===== src/rtl/debounce_bank.sv =====
// Multi-channel button debouncer: 2-flop synchroniser, per-channel stability counter, press/release pulses.
// Optional auto-repeat of press_pulse while held is enabled by defining DEBOUNCE_BANK_REPEAT_EN.
module debounce_bank #(
    parameter int NUM_CH        = 4,
    parameter int CNT_W         = 20,
    parameter int STABLE_CNT    = 500000,
    parameter int ACTIVE_LOW    = 0,
    parameter int REPEAT_DELAY  = 50000000,
    parameter int REPEAT_PERIOD = 10000000
) (
    input  logic              clk,
    input  logic              rst_n,
    input  logic [NUM_CH-1:0] button_in,
    output logic [NUM_CH-1:0] button_out,
    output logic [NUM_CH-1:0] press_pulse,
    output logic [NUM_CH-1:0] release_pulse,
    output logic              any_press
);

    if (NUM_CH < 1 || NUM_CH > 32 || STABLE_CNT < 2 ||
        longint'(STABLE_CNT) > ((64'd1 << CNT_W) - 64'd1) ||
        REPEAT_DELAY < 1 || REPEAT_PERIOD < 1) begin : g_bad_cfg
        $error("debounce_bank: parameter out of range");
    end

    logic [NUM_CH-1:0]            raw_s;
    logic [NUM_CH-1:0]            sync1_q, sync1_d;
    logic [NUM_CH-1:0]            sync2_q, sync2_d;
    logic [NUM_CH-1:0]            level_q, level_d;
    logic [NUM_CH-1:0][CNT_W-1:0] cnt_q, cnt_d;
    logic [NUM_CH-1:0]            press_q, press_d;
    logic [NUM_CH-1:0]            release_q, release_d;
    logic                         any_q, any_d;
    logic [NUM_CH-1:0]            rep_fire_s;

    assign raw_s = (ACTIVE_LOW != 0) ? ~button_in : button_in;

`ifdef DEBOUNCE_BANK_REPEAT_EN
    localparam int REP_MAX = (REPEAT_DELAY > REPEAT_PERIOD) ? REPEAT_DELAY : REPEAT_PERIOD;
    localparam int REP_W   = $clog2(REP_MAX + 1);

    logic [NUM_CH-1:0][REP_W-1:0] rep_cnt_q, rep_cnt_d;
    logic [NUM_CH-1:0]            rep_periodic_q, rep_periodic_d;

    // Repeat timer: runs only while a channel stays accepted-pressed, first interval is the delay.
    always_comb begin
        rep_cnt_d      = rep_cnt_q;
        rep_periodic_d = rep_periodic_q;
        rep_fire_s     = {NUM_CH{1'b0}};
        for (int ch = 0; ch < NUM_CH; ch++) begin
            if (level_q[ch] && level_d[ch]) begin
                if (rep_cnt_q[ch] == (rep_periodic_q[ch] ? REP_W'(REPEAT_PERIOD - 1)
                                                         : REP_W'(REPEAT_DELAY - 1))) begin
                    rep_fire_s[ch]     = 1'b1;
                    rep_cnt_d[ch]      = {REP_W{1'b0}};
                    rep_periodic_d[ch] = 1'b1;
                end else begin
                    rep_cnt_d[ch] = rep_cnt_q[ch] + REP_W'(1);
                end
            end else begin
                rep_cnt_d[ch]      = {REP_W{1'b0}};
                rep_periodic_d[ch] = 1'b0;
            end
        end
    end

    // Repeat state registers.
    always_ff @(posedge clk) begin
        if (!rst_n) begin
            rep_cnt_q      <= {(NUM_CH*REP_W){1'b0}};
            rep_periodic_q <= {NUM_CH{1'b0}};
        end else begin
            rep_cnt_q      <= rep_cnt_d;
            rep_periodic_q <= rep_periodic_d;
        end
    end
`else
    assign rep_fire_s = {NUM_CH{1'b0}};
`endif

    // Debounce: a new level is taken only after STABLE_CNT consecutive mismatching samples.
    always_comb begin
        sync1_d = raw_s;
        sync2_d = sync1_q;
        level_d = level_q;
        cnt_d   = cnt_q;
        for (int ch = 0; ch < NUM_CH; ch++) begin
            if (sync2_q[ch] == level_q[ch]) begin
                cnt_d[ch] = {CNT_W{1'b0}};
            end else if (cnt_q[ch] == CNT_W'(STABLE_CNT - 1)) begin
                level_d[ch] = sync2_q[ch];
                cnt_d[ch]   = {CNT_W{1'b0}};
            end else begin
                cnt_d[ch] = cnt_q[ch] + CNT_W'(1);
            end
        end
        press_d   = (level_d & ~level_q) | rep_fire_s;
        release_d = ~level_d & level_q;
        any_d     = |press_d;
    end

    // Main state and output registers.
    always_ff @(posedge clk) begin
        if (!rst_n) begin
            sync1_q   <= {NUM_CH{1'b0}};
            sync2_q   <= {NUM_CH{1'b0}};
            level_q   <= {NUM_CH{1'b0}};
            cnt_q     <= {(NUM_CH*CNT_W){1'b0}};
            press_q   <= {NUM_CH{1'b0}};
            release_q <= {NUM_CH{1'b0}};
            any_q     <= 1'b0;
        end else begin
            sync1_q   <= sync1_d;
            sync2_q   <= sync2_d;
            level_q   <= level_d;
            cnt_q     <= cnt_d;
            press_q   <= press_d;
            release_q <= release_d;
            any_q     <= any_d;
        end
    end

    assign button_out    = level_q;
    assign press_pulse   = press_q;
    assign release_pulse = release_q;
    assign any_press     = any_q;

endmodule


===== config.mk =====
export PLATFORM = sky130hd
export DESIGN_NAME = debounce_bank
export DESIGN_NICKNAME = d
export VERILOG_FILES = /design/src/rtl/debounce_bank.sv
export SDC_FILE = /design/constraint.sdc
export NUM_CORES = 1
export LEC_CHECK = 0
export ABC_CLOCK_PERIOD_IN_PS = 2200
export BUFFER_PORTS_ARGS = -buffer_cell sky130_fd_sc_hd__buf_2
export CAP_MARGIN = 10
export CORE_ASPECT_RATIO = 0.9
export CORE_MARGIN = 3
export CORE_UTILIZATION = 45
export DETAILED_ROUTE_END_ITERATION = 8
export PLACE_DENSITY = 0.6
export SLEW_MARGIN = 20
export SYNTH_ARGS = -nofsm -noshare
export SYNTH_HDL_FRONTEND = slang
export SYNTH_SLANG_ARGS = --single-unit

===== constraint.sdc =====
create_clock -name clk -period 2.2 [get_ports clk]
set_input_delay 0.22 -clock clk [delete_from_list [all_inputs] [get_ports clk]]
set_output_delay 0.22 -clock clk [all_outputs]
set_load 0.02 [all_outputs]

==> reports/qor.yml, run 1 <==
synth:
  ys_seq_elements: 101
  syn_nets: 497
  yosysWarningCount: 0
  synth.avg_cell_area_um2: 8.98
  synth_area_leaders: "dfxtp_1 (46%), xor2_1 (5.6%), nor2_1 (5.4%), or4_1 (3.4%), xnor2_1 (3.4%)"
  synth_top_area_share_pct: 46.2
  seq_area_frac_synth_pct: 46.2
  ys_types: 42
  syn-instance-count: 487
  mappedNetlistArea_um2: 4370
  yosysTopAreaCell: "dfxtp_1"
timing:
  slew_viol_final: 0
  max_freq_mhz: 492
  rsz0062_at_grt: "false"
  max-slew-margin-rel_pct: 67.8
  finalCritPeriodShare_pct: 92.5
  tightest_slew_ns: 0.478
  period_minus_slack_ns: 2.03
  finalSetupTns_ns: 0
  setup_violations: 0
  hold_violations: 0
  finClkSkew_ns: 0.00531
grt:
  grt_pass1_vias: 3173
  antenna_found_initial: 0
  grt_max_degree: 20
  grt_usage_pct: 16.6
  grt_pass1_wl_um: 14700
  gr-total-overflow: 0
clock_network:
  cts.htree.levels: 3
  cts_tree: "yes"
  insertion_delay_ns: 0.37
  clk_pin_slew_ns: 0.10
  cts_buffers: 9
  post_cts_buffers: 0
  ctsResizeCount: 0
  clock_path_buffers: 2
  hold_buffers: 0
  ctsRootBufferMaster: "clkbuf_8"
  cts_sinks: 101
floorplan:
  rows: 33
  die_area_um2: 10900
  die_y_um: 99.5
  start_util_pct: 47.1
  die_x_um: 110
  core_area_um2: 9290
  io_pins: 19
place:
  gp_congestion: 0.790
  dpl.hpwl_um: 5830
  portBuffers: 18
layout:
  layout_common_cells: "dfxtp_1 (101), nor2_1 (63), xor2_1 (28)"
  final_nets: 523
  areaGrowthSynthToFinish_pct: 11.7
  diodes: 0
  final_core_util_pct: 52.6
  layout_commonest_cell: "dfxtp_1"
  drive_above_1_share_pct: 10.0
critical_path:
  regToRegSetupSlack_ns: 0.17
  crit_arrival_ns: 2.31
  cp-startpoint: "cnt_q[32]$_SDFF_PP0_"
  endpoint: "cnt_q[28]$_SDFF_PP0_"
  crit_path_start_kind: "register"
  reg2reg_from: "cnt_q[32]$_SDFF_PP0_"
  r2r-end: "cnt_q[28]$_SDFF_PP0_"
  worstPathMaxFanout: 18
  end_kind: "register"
  crit_required_ns: 2.47
  criticalPathCategory: "register to register"
  reg2regPathDepth: 5
power:
  power_density_nw_per_um2: 635
  ir_drop_mv: 0.396
  p_leak_nw: 1.60
detailed_routing:
  vias: 3449
  post-route-drc-count: 0
  routedWlPerCell_um: 12.9
  drt_iter0_markers: 148
  ant_nets: 0
  drt_pass1_iterations: 4
  drt_wl_total_um: 8250
  routed_via_density: 5.39
run:
  drv_cap: 0
worst_hold_path:
  hold_path_class: "primary input to register"
run_status:
  status: "completed"
[cells in the mapped netlist]
library cell  number
o31ai_1           16
nand4_1           23
buf_6              1
and4_1            10
or4bb_1            1
and3b_1            1
or2_2              1
buf_2              3
o21bai_4           3
and2_1            11
nor4b_1            3
o31a_1             1
nand2_1           25
a21o_1             1
inv_1             14
buf_1              1
nand3_1           25
clkbuf_1           7
or4_4              1
nand4_2            1
nor2_1            63
buf_4              2
or4_1             20
xnor2_1           17
nor4_1             7
nor2b_1            8
dfxtp_1          101
o21ai_0           17
nand4b_1           1
and4_2             1
ha_1               4
or3_1             13
a21oi_1           27
nand3b_1           3
a21boi_1           1
nor3_1             4
or4b_1             2
a21boi_0           1
xor2_1            28
and3_1            13
o21a_1             4
o22ai_1            1
[kinds of logic (layout without fill, tap and decap cells)]
group                    after synthesis  in the layout  synth area share, %
flip-flops                           101            101                 46.2
AO/OA/AOI/OAI                         72             72                 10.6
AND/OR/NAND/NOR                      237            237                 30.2
adder cells (fa/ha/maj)                4              4                 1.14
buffers and inverters                 28             59                 2.83
XOR/XNOR                              45             45                 9.01
[where the power goes]
part | switching (W) | total [W] | internal [W]
clock network | 0.000671 | 0.00121 | 0.000543
logic | 0.0000258 | 0.0000483 | 0.0000225
registers | 0.00000454 | 0.00184 | 0.00184
total | 0.000702 | 0.00310 | 0.00240
[final cells by class]
class	instances	area, um2
fillers	863	4400
repair buffers	29	223
multi-input cells	358	2230
inverters	14	52.6
flip-flops and latches	101	2020
well taps	122	153
clock inverters	7	83.8
clock buffers	9	124
[routing by layer]
layer,GRT usage [%],routed length [um]
met5,0,0
met4,6.62,163
met3,4.35,265
met2,24.7,3570
met1,22.9,4250
[sequential cells by signal (all words and copies together), names as in the netlist]
signal,count
sync1_q,4
press_pulse,4
any_press,1
cnt_q,80
release_pulse,4
sync2_q,4
button_out,4
[worst min path at each step]
stage	start	end	depth (start not counted)
6_report	button_in[2]	sync1_q[2]$_SDFF_PN0_	2
5_1_grt	button_in[2]	sync1_q[2]$_SDFF_PN0_	2
4_1_cts	button_in[2]	sync1_q[2]$_SDFF_PN0_	2
3_5_place_dp	sync1_q[1]$_SDFF_PN0_	sync2_q[1]$_SDFF_PN0_	1
3_3_place_gp	sync1_q[0]$_SDFF_PN0_	sync2_q[0]$_SDFF_PN0_	1
2_1_floorplan	button_in[0]	sync1_q[0]$_SDFF_PN0_	1
[critical path, stage by stage, from the launching register on]
cell	delay, ns
dfxtp_1	0.36
or4b_1	0.52
or4_1	0.64
o21bai_4	0.19
buf_12	0.16
nor2_1	0.06
[per-stage QoR]
step | power, W | area (um2) | hold WS, ns | setup WS [ns] | instances
after global placement | 0.00193 | 4680 | 0.421 | 0.246 | 624
after detailed placement | 0.00193 | 4680 | 0.421 | 0.182 | 624
after global routing | 0.00324 | 4890 | 0.0388 | 0.0200 | 640
after CTS | 0.00316 | 4890 | 0.0279 | 0.152 | 640
final | 0.00310 | 4890 | 0.0450 | 0.166 | 640
after floorplan | 0.00191 | 4370 | 0.347 | 0.247 | 487
No activity file was read; power rests on OpenSTA's default activity.
==> inputs of run 2 (changes only) <==
ABC_AREA = 1   (was unset)
CELL_PAD_IN_SITES_DETAIL_PLACEMENT = 0   (was unset)
CELL_PAD_IN_SITES_GLOBAL_PLACEMENT = 1   (was unset)
PLACE_DENSITY = 0.78   (was 0.6)
==> run 2 against run 1 <==
Routed wire length increased by 17%. Via count increased by 16%. Sequential share of layout area decreased by 3.2 points. Hold slack improved by 0.0097 ns. Combinational power decreased by 16%. Total power increased by 17%. Critical path type unchanged. Core utilization increased by 0.36 points. Non-clock buffer count decreased by 9. Worst setup slack improved by 0.43 ns. Synthesized area increased by 8.6%.
==> reports/qor.yml, run 2 <==
timing:
  tightest_slew_ns: 0.472  # -0.00683 ns
  finalSetupTns_ns: 0  # unchanged
  hold-worst-slack_ns: 0.0547  # +0.00972 ns
  setup_slack_ns: 0.595  # +0.429 ns
  setup_violations: 0  # unchanged
  rsz0062_at_grt: "false"
  finClkSkew_ns: 0.00631  # +0.000999 ns
  finalCritPeriodShare_pct: 72.9  # -20 points
  period_minus_slack_ns: 1.60  # -0.429 ns
  slew_viol_final: 0  # unchanged
  max_freq_mhz: 623  # +27%
  hold_violations: 0  # unchanged
  max-slew-margin-rel_pct: 68.3  # +0.51 points
run:
  drv_cap: 0  # unchanged
synth:
  yosysWarningCount: 0  # unchanged
  synthMuxAreaShare_pct: 0  # unchanged
  seq_area_frac_synth_pct: 42.5  # -3.7 points
  synth_commonest_cells: "nand2_1 (140), nor2_1 (105), dfxtp_1 (101), inv_1 (90), nand3_1 (36)"
  syn-instance-count: 666  # +37%
  synth_enable_flop_cells: 0  # unchanged
  yosysMostFrequentCell: "nand2_1"
  synth_xor_area_share_pct: 4.79  # -4.2 points
  synth_top_area_share_pct: 42.5  # -3.7 points
  yosys.area_share.simple_pct: 36.6  # +6.4 points
  mappedNetlistArea_um2: 4750  # +8.6%
  ys_seq_elements: 101  # unchanged
  yosysTopAreaCell: "dfxtp_1"
  synth_top_family_by_area: "simple AND/OR/NAND/NOR gates"
  synth_flop_cell: "dfxtp_1"
  synthArstFlopShare_pct: 0  # unchanged
  syn_nets: 676  # +36%
  ys_types: 37  # -12%
  synth_area_leaders: "dfxtp_1 (43%), nand2_1 (11%), nor2_1 (8.3%), inv_1 (7.1%), xor2_1 (4.2%)"
  synth.avg_cell_area_um2: 7.14  # -21%
  synth_fa_ha_area_share_pct: 1.05  # -0.091 points
  synth_compound_area_share_pct: 6.50  # -4.1 points
clock_network:
  cts_sinks: 101  # unchanged
  cts_buffers: 9  # unchanged
  cts.htree.levels: 3  # unchanged
  hold_buffers: 0  # unchanged
  clk_pin_slew_ns: 0.06  # -0.04 ns
  post_cts_buffers: 0  # unchanged
  clock_path_buffers: 2  # unchanged
  ctsResizeCount: 0  # unchanged
  ctsRootBufferMaster: "clkbuf_16"
  insertion_delay_ns: 0.35  # -0.02 ns
  cts_tree: "yes"
grt:
  grt_usage_pct: 17.6  # +0.93 points
  grt_pass1_vias: 3753  # +18%
  grt_pass1_wl_um: 16700  # +14%
  grt_max_degree: 21  # +5.0%
  gr-total-overflow: 0  # unchanged
  antenna_found_initial: 0  # unchanged
layout:
  final_nets: 700  # +34%
  regArea_um2: 2020  # unchanged
  top_register: "cnt_q"
  largest_reg_flops: 80  # unchanged
  layout_commonest_cell: "nand2_1"
  layout_common_cells: "nand2_1 (140), nor2_1 (105), dfxtp_1 (101)"
  diodes: 0  # unchanged
  drive_above_1_share_pct: 9.35  # -0.69 points
  fillCellCount: 1031  # +19%
  areaGrowthSynthToFinish_pct: 11.4
  multiInputGateArea_um2: 2330  # +4.4%
critical_path:
  criticalPathCategory: "register to register"
  end_kind: "register"
  crit_path_start_kind: "register"
  crit_arrival_ns: 1.83  # -0.48 ns
  worstPathMaxFanout: 16  # -2
  crit_required_ns: 2.42  # -0.05 ns
detailed_routing:
  drt_wl_total_um: 9670  # +17%
  vias: 3988  # +16%
  post-route-drc-count: 0  # unchanged
  ant_nets: 0  # unchanged
  drt_iter0_markers: 186  # +26%
  routed_via_density: 4.86  # -9.9%
  drt_pass1_iterations: 4  # unchanged
  routedWlPerCell_um: 11.8  # -8.6%
power:
  p_comb_share_pct: 1.1  # -0.5 points
  ir_drop_mv: 0.706  # +78%
  p_switching_w: 0.000715  # +1.9%
  switching_share_pct: 19.7  # -2.9 points
  p_int_w: 0.00291  # +21%
  power_density_nw_per_um2: 685  # +7.8%
  seqPwrFrac_pct: 50.8  # -8.5 points
  p_leak_nw: 1.86  # +16%
  pwr-share-clk_pct: 48.1  # +9.0 points
floorplan:
  start_util_pct: 47.5  # +0.45 points
  die_area_um2: 11800  # +8.1%
  die_x_um: 114  # +4.0%
  die_y_um: 103  # +4.0%
  io_pins: 19  # unchanged
  rows: 34  # +3.0%
  core_area_um2: 10000  # +7.6%
place:
  gp_congestion: 0.826  # +4.5%
  dpl.hpwl_um: 7170  # +23%
  place_ws_ns: 0.583  # +0.401 ns
  portBuffers: 18  # unchanged
worst_hold_path:
  hold_path_class: "primary input to register"
run_status:
  status: "completed"
run 2: changes by cell type in the layout (fill, tap and decap cells not counted), sizes merged, moves of 10 or more:
| cell | change |
|---|---|
| or3 | -13 |
| and3 | -12 |
| or4 | -21 |
| and4 | -11 |
| nand3 | +12 |
| and2 | -10 |
| nor3 | +34 |
| o31ai | -16 |
| xnor2 | -14 |
| nand2 | +120 |
| inv | +78 |
| nor2 | +55 |
run 2: cell families (layout without fill, tap and decap cells):
kind of cell | count (synthesis) | in the layout
AOI/OAI and AO/OA | 55 | 55
xor gates and xnor gates | 26 | 26
adders and majority gates | 4 | 4
buffers and inverters | 101 | 130
DFF | 101 | 101
and+or+nand+nor | 379 | 379
run 2: stage by stage:
step           utilization (%)  instances  total power [W]  area [um2]
2_1_floorplan                -        666          0.00191        4750
3_3_place_gp              49.7        805          0.00192        4970
3_5_place_dp              49.7        805          0.00192        4970
4_1_cts                   53.0        821          0.00368        5290
5_1_grt                   53.0        821          0.00375        5290
6_report                  53.0        821          0.00362        5290
run 2: area by class of cell:
type / count / area share [%]
clock buffer: 13 / 4.92
clock inverter: 3 / 1.28
inverter: 94 / 6.71
multi-input combinational: 464 / 43.9
sequential: 101 / 38.2
tap: 126 / 2.98
timing repair buffer: 20 / 1.99
run 2: power by group through the flow:
stage | logic (W) | registers [W] | clock network, W
final | 0.0000404 | 0.00184 | 0.00174
after global routing | 0.0000472 | 0.00184 | 0.00186
after CTS | 0.0000414 | 0.00184 | 0.00180
after detailed placement | 0.0000413 | 0.00188 | 0
after global placement | 0.0000408 | 0.00188 | 0
after floorplan | 0.0000315 | 0.00188 | 0
run 2: worst max-delay path: stages, from the launching register on:
cell	delay, ns
dfxtp_1	0.38
ha_1	0.19
nand2_1	0.09
nor2_1	0.17
nand3_1	0.17
o21bai_4	0.37
nor3_1	0.10
run 2: final timing paths:
| path | startpoint | endpoint | slack (ns) | cells after the start |
|---|---|---|---|---|
| setup / recovery | cnt_q[0]$_SDFF_PP0_ | cnt_q[16]$_SDFF_PP0_ | 0.60 | 6 |
| hold reg to reg | sync1_q[1]$_SDFF_PN0_ | sync2_q[1]$_SDFF_PN0_ | 0.41 | 2 |
| hold / removal | button_in[3] | sync1_q[3]$_SDFF_PN0_ | 0.05 | 3 |
| setup reg to reg | cnt_q[0]$_SDFF_PP0_ | cnt_q[16]$_SDFF_PP0_ | 0.60 | 6 |
run 2: layer usage:
layer / track usage (%) / up-vias / wire length, um
li1: - / 2163 / -
met1: 23.1 / 1769 / 4920
met2: 28.3 / 46 / 4310
met3: 5.29 / 10 / 353
met4: 4.84 / 0 / 86
met5: 0 / - / 0
